`src/rtl/gather8x2.sv`:
```
`default_nettype none
// gather8x2: gathers WIDTH-bit words into an 8-lane frame and presents it as
// registered lanes O0..O7 with zero padding. Define GATHER8X2_LAST_EN to add I_last.
module gather8x2 #(
  parameter int WIDTH = 2
) (
  input  logic             CLK,
  input  logic             ASYNCRESETN,
  input  logic [WIDTH-1:0] I_data,
  input  logic             I_valid,
`ifdef GATHER8X2_LAST_EN
  input  logic             I_last,
`endif
  output logic             I_ready,
  output logic [WIDTH-1:0] O0,
  output logic [WIDTH-1:0] O1,
  output logic [WIDTH-1:0] O2,
  output logic [WIDTH-1:0] O3,
  output logic [WIDTH-1:0] O4,
  output logic [WIDTH-1:0] O5,
  output logic [WIDTH-1:0] O6,
  output logic [WIDTH-1:0] O7,
  output logic [3:0]       O_count,
  output logic             O_valid,
  input  logic             O_ready
);

  logic [WIDTH-1:0] fill [8];
  logic [WIDTH-1:0] lane [8];
  logic [3:0]       cnt;
  logic             full;

  logic             xfer;
  logic             accept;
  logic             close;
  logic [2:0]       base;
  logic [3:0]       cnt_next;

  assign xfer     = full && (!O_valid || O_ready);
  assign I_ready  = !full || xfer;
  assign accept   = I_valid && I_ready;
  // cnt only reaches 8 while full, so a non-full fill always fits in 3 bits.
  assign base     = xfer ? 3'd0 : cnt[2:0];
  assign cnt_next = {1'b0, base} + 4'd1;

`ifdef GATHER8X2_LAST_EN
  assign close = (cnt_next == 4'd8) || I_last;
`else
  assign close = (cnt_next == 4'd8);
`endif

  always_ff @(posedge CLK or negedge ASYNCRESETN) begin
    if (!ASYNCRESETN) begin
      cnt  <= 4'd0;
      full <= 1'b0;
      for (int i = 0; i < 8; i++) fill[i] <= '0;
    end else begin
      if (xfer) begin
        cnt  <= 4'd0;
        full <= 1'b0;
        for (int i = 0; i < 8; i++) fill[i] <= '0;
      end
      // A word accepted alongside xfer starts the next frame in lane 0.
      if (accept) begin
        fill[base] <= I_data;
        cnt        <= cnt_next;
        full       <= close;
      end
    end
  end

  always_ff @(posedge CLK or negedge ASYNCRESETN) begin
    if (!ASYNCRESETN) begin
      O_count <= 4'd0;
      O_valid <= 1'b0;
      for (int i = 0; i < 8; i++) lane[i] <= '0;
    end else if (xfer) begin
      O_count <= cnt;
      O_valid <= 1'b1;
      for (int i = 0; i < 8; i++) lane[i] <= (4'(i) < cnt) ? fill[i] : '0;
    end else if (O_ready) begin
      O_valid <= 1'b0;
    end
  end

  assign O0 = lane[0];
  assign O1 = lane[1];
  assign O2 = lane[2];
  assign O3 = lane[3];
  assign O4 = lane[4];
  assign O5 = lane[5];
  assign O6 = lane[6];
  assign O7 = lane[7];

endmodule
`default_nettype wire

```
`config.mk`:
```
export PLATFORM = sky130hd
export DESIGN_NAME = gather8x2
export DESIGN_NICKNAME = d
export VERILOG_FILES = /design/src/rtl/gather8x2.sv
export SDC_FILE = /design/constraint.sdc
export NUM_CORES = 1
export LEC_CHECK = 0
export BUFFER_PORTS_ARGS = -buffer_cell sky130_fd_sc_hd__buf_4
export CAP_MARGIN = 20
export CORE_MARGIN = 5
export CORE_UTILIZATION = 35
export CTS_CLUSTER_SIZE = 28
export DETAILED_ROUTE_END_ITERATION = 10
export PLACE_DENSITY_LB_ADDON = 0.25
export SLEW_MARGIN = 10
export SYNTH_ARGS = -nofsm -noshare
export SYNTH_HDL_FRONTEND = slang
export SYNTH_SLANG_ARGS = --single-unit
```
`constraint.sdc`:
```
create_clock -name CLK -period 1.5 [get_ports CLK]
set_input_delay 0.3 -clock CLK [delete_from_list [all_inputs] [get_ports CLK]]
set_output_delay 0.3 -clock CLK [all_outputs]
set_load 0.02 [all_outputs]
```
* Yosys cells after proc, flatten, opt, wreduce, memory -nomap -nowiden *
Index checks and enable logic that the tools add are counted.

word-level totals
  register bits after elaboration = 42
  input port bits = 6
  logic and storage cells = 62

cells by class
  add/sub/neg operators = 1
  order comparisons = 10
  eq/ne operators = 1
  mux-type cells = 20
  bitwise operators = 1
  reduce and logical (&&, ||, !) cells = 9

operators by type and width
  cell                                                number
  two-way mux 16 bit                                  2
  two-way mux 2 bit                                   9
  bitwise mux 16 bit                                  1
  < comparator 3 x 4 -> 1 bit, first input constant   4
  < comparator 1 x 4 -> 1 bit, first input constant   2
  < comparator 2 x 4 -> 1 bit, first input constant   2
  two-way mux 4 bit                                   2
  demux 2 bit (select 3 bit)                          1
  adder 3 x 1 -> 4 bit, second input constant         1
  equality test 4 bit, second input constant          1
  >= comparator 4 bit, second input constant          1
  < comparator 4 x 1 -> 1 bit, second input constant  1
  two-way mux 1 bit                                   4
  inverter 3 -> 4 bit                                 1
  nonzero test 2 bit                                  2
  logical AND 1 bit                                   3
  two-way mux 3 bit                                   1
  logical NOT 1 bit                                   2
  logical OR 1 bit                                    2

* Longest topological paths before layout *
Gate-level depths: netlist of the first run.

  depth in word-level cells = 11
  gate-level depth with buffers = 5
  mapped depth without buffers = 3

* Worst setup path before layout of the first run *
OpenSTA, ideal clock, no wires.

  path kind = register -> output
  start point = reg O_valid
  end point = out I_ready
  data arrival time = 1.076 ns
  required time = 1.200 ns
  setup slack = 0.124 ns
  cell stages (with the launch flop) = 5
  path buffers = 2
  path through = dfrtp_1 > nor2b_1 > buf_4 > buf_2 > nand2_1

on the way
  longest elaborated chain between the ends = 4

ends and longest elaborated chain
  item                    RTL line  source
  from (decl)             24        output logic O_valid,
  from (signal assigned)  75        O_valid <= 1'b0;
  from (signal assigned)  79        O_valid <= 1'b1;
  from (signal assigned)  82        O_valid <= 1'b0;
  logical NOT 1 bit       39        assign xfer = full && (!O_valid || O_ready);
  logical OR 1 bit        39
  logical AND 1 bit       39
  logical OR 1 bit        40        assign I_ready = !full || xfer;
  to (decl)               14        output logic I_ready,

No other way between the ends.

* Worst setup path after layout of the first run *
Ends and elaborated chain as after synthesis.

==> impl_metrics.tcl, run 1 <==
set metrics [dict create \
    cts_buffers 5 \
    vias_per_cell 5.19 \
    syn_area_per_cell_um2 11.7 \
    post-route-min-period_ns 1.44 \
    hold_buffers 0 \
    pwr-share-clk_pct 19.4 \
    skew_ns 0.00814 \
    postSynthCellCount 169 \
    synth_cell_types 36 \
    ys_ff_latch 42 \
    cts_buffer_depth 2 \
    overflow 0 \
    grt_max_degree 43 \
    netlist_area_um2 1970 \
    path_class "register to primary output" \
    rsz0062_at_grt "no" \
    fp.dieW_um 85.1 \
    switching_power_mw 1.65 \
    drt_iter0_drc 75 \
    grt_pass1_vias 1541 \
    p_int_mw 2.90 \
    final_common_cell "dfrtp_1" \
    mostFrequentLayoutCells "41 x dfrtp_1, 40 x buf_4, 30 x o21ai_0" \
    grt_usage_pct 13.7 \
    start_util_pct 35.9 \
    place.gp.congestion 0.769 \
    h-tree-depth 2 \
    wl_mm 4.44 \
    dp_hpwl_mm 3.01 \
    num_vias 1421 \
    violations "negative hold slack" \
    setup_violations 0 \
    root_buffer "clkbuf_8" \
    cts_tree "yes" \
    worstReg2RegStart "cnt[1]" \
    timing.critical_path.from "O_valid" \
    hold_viol_final 23 \
    die_h_um 85.1 \
    rows 27 \
    yosys_warnings 0 \
    syn-num-nets 175 \
    switching_share_pct 36.2 \
    clk_latency_ns 0.29 \
    fmax_ghz 0.696 \
    crit_path_end_kind "primary output" \
    layout.nets 207 \
    pwr-share-seq_pct 42.4 \
    wl_per_cell_um 16.2 \
    status "finished, violations left" \
    cts_sinks 42 \
    drcViolationCount 0 \
    cts.clk_slew.worst_paths_ns 0.08 \
    area_growth_pct 20.2 \
    r2r_cells 3 \
    crit_required_ns 1.20 \
    reg2reg_slack_ns 0.14 \
    design_area_um2 2370 \
    coreArea_um2 5510 \
    power_density_nw_per_um2 1920 \
    first_pass_iters 4 \
    period_share_pct 95.8 \
    post_dp_cell_area_um2 2240 \
    dieArea_um2 7240 \
    yosysSeqAreaShare_pct 53.2 \
    ant_nets 0 \
    power_leakage_nw 1.09 \
    hp-class "primary input to async pin" \
    whs_ns -0.0106 \
    critPathMaxFanout 3 \
    p_comb_share_pct 38.3 \
    tns_ns 0 \
    layout-drive-gt1-share_pct 32.2 \
    diodes 0 \
    antenna_found_initial 0 \
    drv_cap 0 \
    worst_pin_slew_ns 0.540 \
    slew_headroom_pct 64.0 \
    ios 28 \
    vdd_drop_max_mv 1.01 \
    io_buffers 27 \
    cp_data_arrival_time_ns 1.14 \
    grt_pass1_wl_mm 7.87 \
    report.final.slew_viol_count 0 \
    worstSetupStartpointType "register" \
]
through the flow:
step           util [%]  worst slack (ns)  hold WS, ns  std cells  power [mW]
6_report           43.1            0.0633      -0.0106        274        4.54
5_1_grt            43.1            0.0337       0.0305        274        4.87
4_1_cts            43.0            0.0168     0.000642        274        4.59
3_5_place_dp       40.7             0.124        0.322        264        3.69
3_3_place_gp       40.7             0.134        0.328        264        3.66
2_1_floorplan         -             0.124      0.00441        169        3.08
final cells by class:
cell class	instances	area [um^2]
clock buffers	5	68.8
clock inverters	3	40.0
fillers	554	3130
inverters	5	18.8
multi-input cells	106	782
flip-flops and latches	42	1050
well taps	72	90.1
repair buffers	41	320
sequential cells by signal, indices dropped and copies added, names as in the netlist:
register,cells
fill,16
O_count,4
cnt,4
O0,2
O1,2
O2,2
O3,2
O4,2
O5,2
O6,2
O7,2
O_valid,1
full,1
cells in the mapped netlist:
cell | count | share of area [%]
dfrtp_1 | 42 | 53
o21ai_0 | 30 | 7.6
mux2i_1 | 10 | 5.1
nand2_1 | 10 | 1.9
a22o_1 | 8 | 3.5
buf_4 | 8 | 3.0
buf_6 | 5 | 2.9
inv_1 | 4 | 0.76
nand3_1 | 4 | 1.0
nor3_1 | 4 | 1.0
nor3_2 | 4 | 2.0
o2bb2ai_1 | 4 | 1.8
mux2_2 | 3 | 1.7
nand3b_1 | 3 | 1.1
nor3b_2 | 3 | 1.9
o221ai_1 | 3 | 1.3
a31oi_1 | 2 | 0.63
a32o_1 | 2 | 1.0
buf_2 | 2 | 0.51
nor2_1 | 2 | 0.38
a211oi_1 | 1 | 0.38
a21boi_0 | 1 | 0.38
a21oi_1 | 1 | 0.25
a31o_1 | 1 | 0.44
and4b_1 | 1 | 0.51
clkbuf_1 | 1 | 0.19
inv_2 | 1 | 0.19
nand2_4 | 1 | 0.57
nand2b_1 | 1 | 0.32
nand3b_4 | 1 | 1.0
nand4b_4 | 1 | 1.2
nor2b_1 | 1 | 0.32
nor4_1 | 1 | 0.32
o211ai_1 | 1 | 0.38
o21ba_1 | 1 | 0.51
o221a_1 | 1 | 0.57
path summary, 6_finish.rpt:
kind	to
min	fill[14]
max reg2reg	fill[1]
min reg2reg	O6[0]
min in group CLK	fill[15]
max in group asynchronous	full
max	I_ready
routing by layer:
layer  track usage (%)  part of all wire, %  vias up
met5                 0                    0        -
met4              4.75                  1.3        0
met3              3.11                  3.6        7
met2              21.1                   47       23
met1              18.9                   48      712
li1                  -                    -      679
critical path, cell delays in order, from the launching register on:
cell and delay [ns]:
dfrtp_1 0.38, nor2b_4 0.19, nand2_1 0.11, buf_4 0.17
power by group through the flow:
| stage | Sequential, mW | Clock (mW) | Combinational, mW |
|---|---|---|---|
| after floorplan | 2.07 | 0 | 1.01 |
| after global placement | 1.95 | 0 | 1.71 |
| after detailed placement | 1.96 | 0 | 1.73 |
| final | 1.93 | 0.880 | 1.74 |
| after global routing | 2.00 | 0.951 | 1.92 |
| after CTS | 1.93 | 0.898 | 1.76 |
logic make-up after synthesis:
kind of cell,Yosys count,share of synthesized area [%]
compound gates,56,18.8
flops,42,53.2
simple gates,37,13.6
buf+inv,21,7.54
mux,13,6.78
timing repair:
item / 4_1_cts / 5_1_grt
gates resized for setup: 2 / 1
buffers inserted: 2 / 0
endpoints found under the setup margin: 1 / 1
Note: power is estimated with default switching activity, not from simulation.
==> run 2, diff against run 1 <==
--- a/config.mk
+++ b/config.mk
@@ -8,4 +8,5 @@
 export BUFFER_PORTS_ARGS = -buffer_cell sky130_fd_sc_hd__buf_4
 export CAP_MARGIN = 20
+export CORE_ASPECT_RATIO = 0.5
 export CORE_MARGIN = 5
 export CORE_UTILIZATION = 35
==> constraint.sdc (replaced) <==
create_clock -name CLK -period 1.5 [get_ports CLK]
set_input_delay 0.075 -clock CLK [delete_from_list [all_inputs] [get_ports CLK]]
set_output_delay 0.075 -clock CLK [all_outputs]
set_load 0.02 [all_outputs]
==> run 2 against run 1 <==
Net effect: the flow now finishes without violations; wire length decreased by 1.4%; critical path type unchanged; first-iteration DRC count is 35% higher; core utilization grew 0.76 points; worst setup slack improved by 0.038 ns; highest routed layer unchanged.
==> impl_metrics.tcl, run 2 (synthesis gave the netlist of run 1 again) <==
set metrics [dict create \
    status "completed" \
    period_share_pct 93.3 \
    drcViolationCount 0 \
    worst_pin_slew_ns 0.529 \
    antenna_found_initial 0 \
    wl_mm 4.38 \
    post-route-min-period_ns 1.40 \
    wl_per_cell_um 16.0 \
    hp-class "primary input to register" \
    path_class "register to primary output" \
    report.final.slew_viol_count 0 \
    overflow 0 \
    crit_required_ns 1.42 \
    worstReg2RegStart "full" \
    coreArea_um2 5470 \
    total_power_mw 4.72 \
    switching_power_mw 1.67 \
    crit_cells 4 \
    cp_slowest_cell "dfrtp_1" \
    worst_slack_ns 0.101 \
    area_growth_pct 21.4 \
    crit_path_end "I_ready" \
    cts_buffers 5 \
    r2r_cells 4 \
    diodes 0 \
    switching_share_pct 35.4 \
    ios 28 \
    clk_latency_ns 0.28 \
    setup_violations 0 \
    cp_num_buf_inv 2 \
    place_ws_ns 0.130 \
    reg_top3 "fill (16), O_count (4), cnt (4)" \
    layout-drive-gt1-share_pct 30.5 \
    grt_pass1_vias 1480 \
    cts.clk_slew.worst_paths_ns 0.06 \
    place.gp.congestion 0.796 \
    grt_pass1_wl_mm 7.56 \
    rows 19 \
    reg2reg_slack_ns 0.10 \
    die_h_um 63.1 \
    mostFrequentLayoutCells "41 x dfrtp_1, 37 x buf_4, 30 x o21ai_0" \
    dieArea_um2 7330 \
    skew_ns 0.00403 \
    root_buffer "clkbuf_16" \
    drv_cap 0 \
    critPathMaxFanout 26 \
    pwr-share-clk_pct 22.6 \
    drt_iter0_drc 101 \
    fp.dieW_um 116 \
    largest-register "fill" \
    cts_tree "yes" \
    power_leakage_nw 1.10 \
    timing.critical_path.from "O_valid" \
    vdd_drop_max_mv 0.628 \
    layout.nets 205 \
    io_buffers 27 \
    p_int_mw 3.05 \
    power_density_nw_per_um2 1970 \
    start_util_pct 36.1 \
    final_common_cell "dfrtp_1" \
    hold_viol_final 0 \
    vias_per_cell 5.18 \
    grt_usage_pct 13.3 \
    pwr-share-seq_pct 40.7 \
    worstSetupStartpointType "register" \
    ant_nets 0 \
    tns_ns 0 \
    first_pass_iters 4 \
    cp_cell_sequence "nor2b_1, buf_12, nand2_1, buf_4" \
    num_vias 1414 \
    cts_buffer_depth 2 \
    cp_data_arrival_time_ns 1.32 \
    largest_register_ffs 16 \
    dp_hpwl_mm 3.00 \
    rsz0062_at_grt "no" \
    grt_max_degree 43 \
    p_comb_share_pct 36.6 \
    cp_slowest_stage_delay_ns 0.35 \
    crit_path_end_kind "primary output" \
    fmax_ghz 0.715 \
    critical_path.top_delay_family "buffers and inverters" \
    reg2reg_to "fill[1]" \
    slew_headroom_pct 64.7 \
    h-tree-depth 2 \
    cts_sinks 42 \
]
## run 2: cell count changes in the layout (fill, tap and decap cells not counted), sizes merged
cell,change
clkinv,-1
bufinv,-1
buf,-3
dlygate4sd3,+1
clkbuf,+2
## run 2: through the flow
step	hold WS, ns	instances	utilization [%]	instance area (um^2)
CTS	0.0259	273	43.7	2390
detailed placement	0.0978	264	40.8	2230
global route	0.0280	273	43.8	2400
finish	0.0270	273	43.8	2400
floorplan	-0.221	169	-	1970
global placement	0.0884	264	40.8	2230
## run 2: timing repair
item | CTS | global route
gates resized for setup | 0 | 2
hold buffers | 1 | 0
setup buffers | 0 | 0
setup endpoints to repair | 0 | 3
endpoints found under the hold margin | 42 | 0
## run 2: worst min path at each step
stage | startpoint | to | cells after the start
finish | I_data[1] | fill[15] | 2
global route | I_data[1] | fill[15] | 2
CTS | I_data[1] | fill[15] | 2
detailed placement | ASYNCRESETN | O_valid | 1
global placement | ASYNCRESETN | O_valid | 1
floorplan | ASYNCRESETN | O0[0] | 0
## run 2: cell type report
type	instances	area [um^2]
well taps	73	91.3
inverters	5	18.8
clock inverters	1	5.00
flip-flops and latches	42	1050
clock buffers	7	143
fillers	522	3070
multi-input cells	106	779
repair buffers	39	308
## run 2: power groups by stage
stage                     Sequential (mW)  Clock, mW  Combinational [mW]
after global placement               1.92          0                1.71
after CTS                            1.93       1.09                1.75
after floorplan                      2.07          0                1.01
after detailed placement             1.94          0                1.73
final                                1.92       1.07                1.73
after global routing                 2.00       1.13                1.90
## run 2: per-layer routing
layer | share of wire, % | track usage [%] | up-vias
met1 | 51 | 18.7 | 701
li1 | - | - | 679
met4 | 1.1 | 4.34 | 0
met3 | 6.0 | 4.11 | 5
met2 | 42 | 19.4 | 29
met5 | 0 | 0 | -
==> run 3, diff against run 2 <==
BUFFER_PORTS_ARGS = default   (was -buffer_cell sky130_fd_sc_hd__buf_4)
DONT_BUFFER_PORTS = 1   (was default)
==> run 3 against run 2 <==
Net effect: worst hold slack got worse by 0.017 ns; core utilization fell by 1.9 points; sequential share of layout area increased by 2.1 points; critical path depth is the same; die area unchanged; clock power rose by 35%; non-clock buffer count decreased by 23; power up 1.1%; clock skew down 0.0017 ns; count of clock-buffer cells in the layout down 1; worst setup slack worse by 0.021 ns; largest power group unchanged.
==> impl_metrics.tcl, run 3 (synthesis gave the netlist of run 1 again) <==
set metrics [dict create \
    total_power_mw 4.78 \
    critical_path.top_delay_family "buffers and inverters" \
    nFillCells 524 \
    hold_viol_final 0 \
    dieArea_um2 7330 \
    slew_headroom_pct 72.9 \
    overflow 0 \
    drt_iter0_drc 48 \
    cp_num_buf_inv 2 \
    cts.clk_slew.worst_paths_ns 0.06 \
    cts_sinks 42 \
    mostFrequentLayoutCells "39 x dfrtp_1, 30 x o21ai_0, 10 x mux2i_1, 10 x nand2_1, 10 x buf_4" \
    rows 19 \
    clk_latency_ns 0.28 \
    grt_max_degree 43 \
    wl_per_cell_um 18.3 \
    antenna_found_initial 0 \
    io_buffers 0 \
    die_h_um 63.1 \
    critPathMaxFanout 26 \
    design_area_um2 2290 \
    power_leakage_nw 0.999 \
    grt_usage_pct 13.6 \
    rsz0062_at_grt "no" \
    drv_cap 0 \
    status "completed" \
    reg_top3 "fill (16), O_count (4), cnt (4)" \
    hp-class "primary input to register" \
    largest-register "fill" \
    cp_cell_sequence "nor2b_1, buf_12, nand2_1, buf_4" \
    fp.dieW_um 116 \
    num_vias 1339 \
    layout.nets 182 \
    ios 28 \
    vias_per_cell 5.36 \
    wl_mm 4.59 \
    grt_pass1_wl_mm 7.70 \
    first_pass_iters 4 \
    largest_register_ffs 16 \
    cp_slowest_stage_delay_ns 0.35 \
    crit_required_ns 1.42 \
    post_dp_cell_area_um2 2030 \
    crit_path_end_kind "primary output" \
    path_class "register to primary output" \
    coreArea_um2 5470 \
    fmax_ghz 0.704 \
    ant_nets 0 \
    cts_buffer_depth 2 \
    utilization_pct 41.9 \
    whs_ns 0.00973 \
    tns_ns 0 \
    post-route-min-period_ns 1.42 \
    report.final.slew_viol_count 0 \
    area_growth_pct 16.2 \
    drcViolationCount 0 \
    skew_ns 0.00233 \
    final_common_cell "dfrtp_1" \
    period_share_pct 94.6 \
    cts_buffers 5 \
    power_density_nw_per_um2 2080 \
    start_util_pct 36.1 \
    layout-drive-gt1-share_pct 20.9 \
    diodes 0 \
    h-tree-depth 2 \
    setup_violations 0 \
    dp_hpwl_mm 3.03 \
    worstSetupStartpointType "register" \
    cp_data_arrival_time_ns 1.34 \
    cts_tree "yes" \
    post-cts-setup-buffers 0 \
    root_buffer "clkbuf_16" \
    place.gp.congestion 0.801 \
    grt_pass1_vias 1400 \
    cp_slowest_cell "dfrtp_1" \
    worst_pin_slew_ns 0.407 \
    vdd_drop_max_mv 0.838 \
]
[run 3: changes by cell type in the layout (fill, tap and decap cells not counted), sizes merged]
cell / change
dlygate4sd3: +3
bufinv: +2
clkbuf: -1
clkinv: -1
buf: -26
[run 3: where the power goes]
group / leakage, nW / total (mW) / internal (mW) / switching (mW)
logic: 0.355 / 1.07 / 0.536 / 0.534
registers: 0.547 / 2.26 / 1.58 / 0.681
clock network: 0.0971 / 1.44 / 0.999 / 0.442
total: 0.999 / 4.78 / 3.12 / 1.66
[run 3: area by class of cell]
class / count / area, um^2 / share of cell area (%)
clock buffer: 6 / 139 / 6.06
clock inverter: 2 / 60.1 / 2.62
inverter: 5 / 18.8 / 0.818
multi-input combinational: 106 / 774 / 33.8
sequential: 42 / 1050 / 46.0
tap: 73 / 91.3 / 3.98
timing repair buffer: 16 / 155 / 6.76
[run 3: worst paths after layout]
kind,from,endpoint,slack [ns],cells after the start
min in group asynchronous,ASYNCRESETN,O3[0],0.28,2
setup / recovery,O_valid,I_ready,0.08,4
setup reg to reg,full,fill[3],0.09,4
max in group asynchronous,ASYNCRESETN,cnt[1],0.99,2
hold reg to reg,fill[5],O5[1],0.49,1
hold / removal,I_valid,cnt[1],0.01,2
[run 3: routing by layer]
| layer | share of wire [%] | routed length (um) | track usage, % |
|---|---|---|---|
| met5 | 0 | 0 | 0 |
| met4 | 0.96 | 44 | 4.78 |
| met3 | 6.8 | 311 | 5.35 |
| met2 | 43 | 1980 | 19.1 |
| met1 | 49 | 2250 | 18.9 |
[run 3: through the flow]
| stage | cells | setup WS (ns) |
|---|---|---|
| global route | 250 | 0.00869 |
| finish | 250 | 0.0803 |
| global placement | 237 | 0.116 |
| CTS | 250 | 0.0505 |
| detailed placement | 237 | 0.0819 |
| floorplan | 169 | 0.226 |
[run 3: timing repair]
item	CTS	global route
hold buffers	5	0
gates resized for setup	0	3
hold endpoints to repair	45	0
endpoints found under the setup margin	0	6
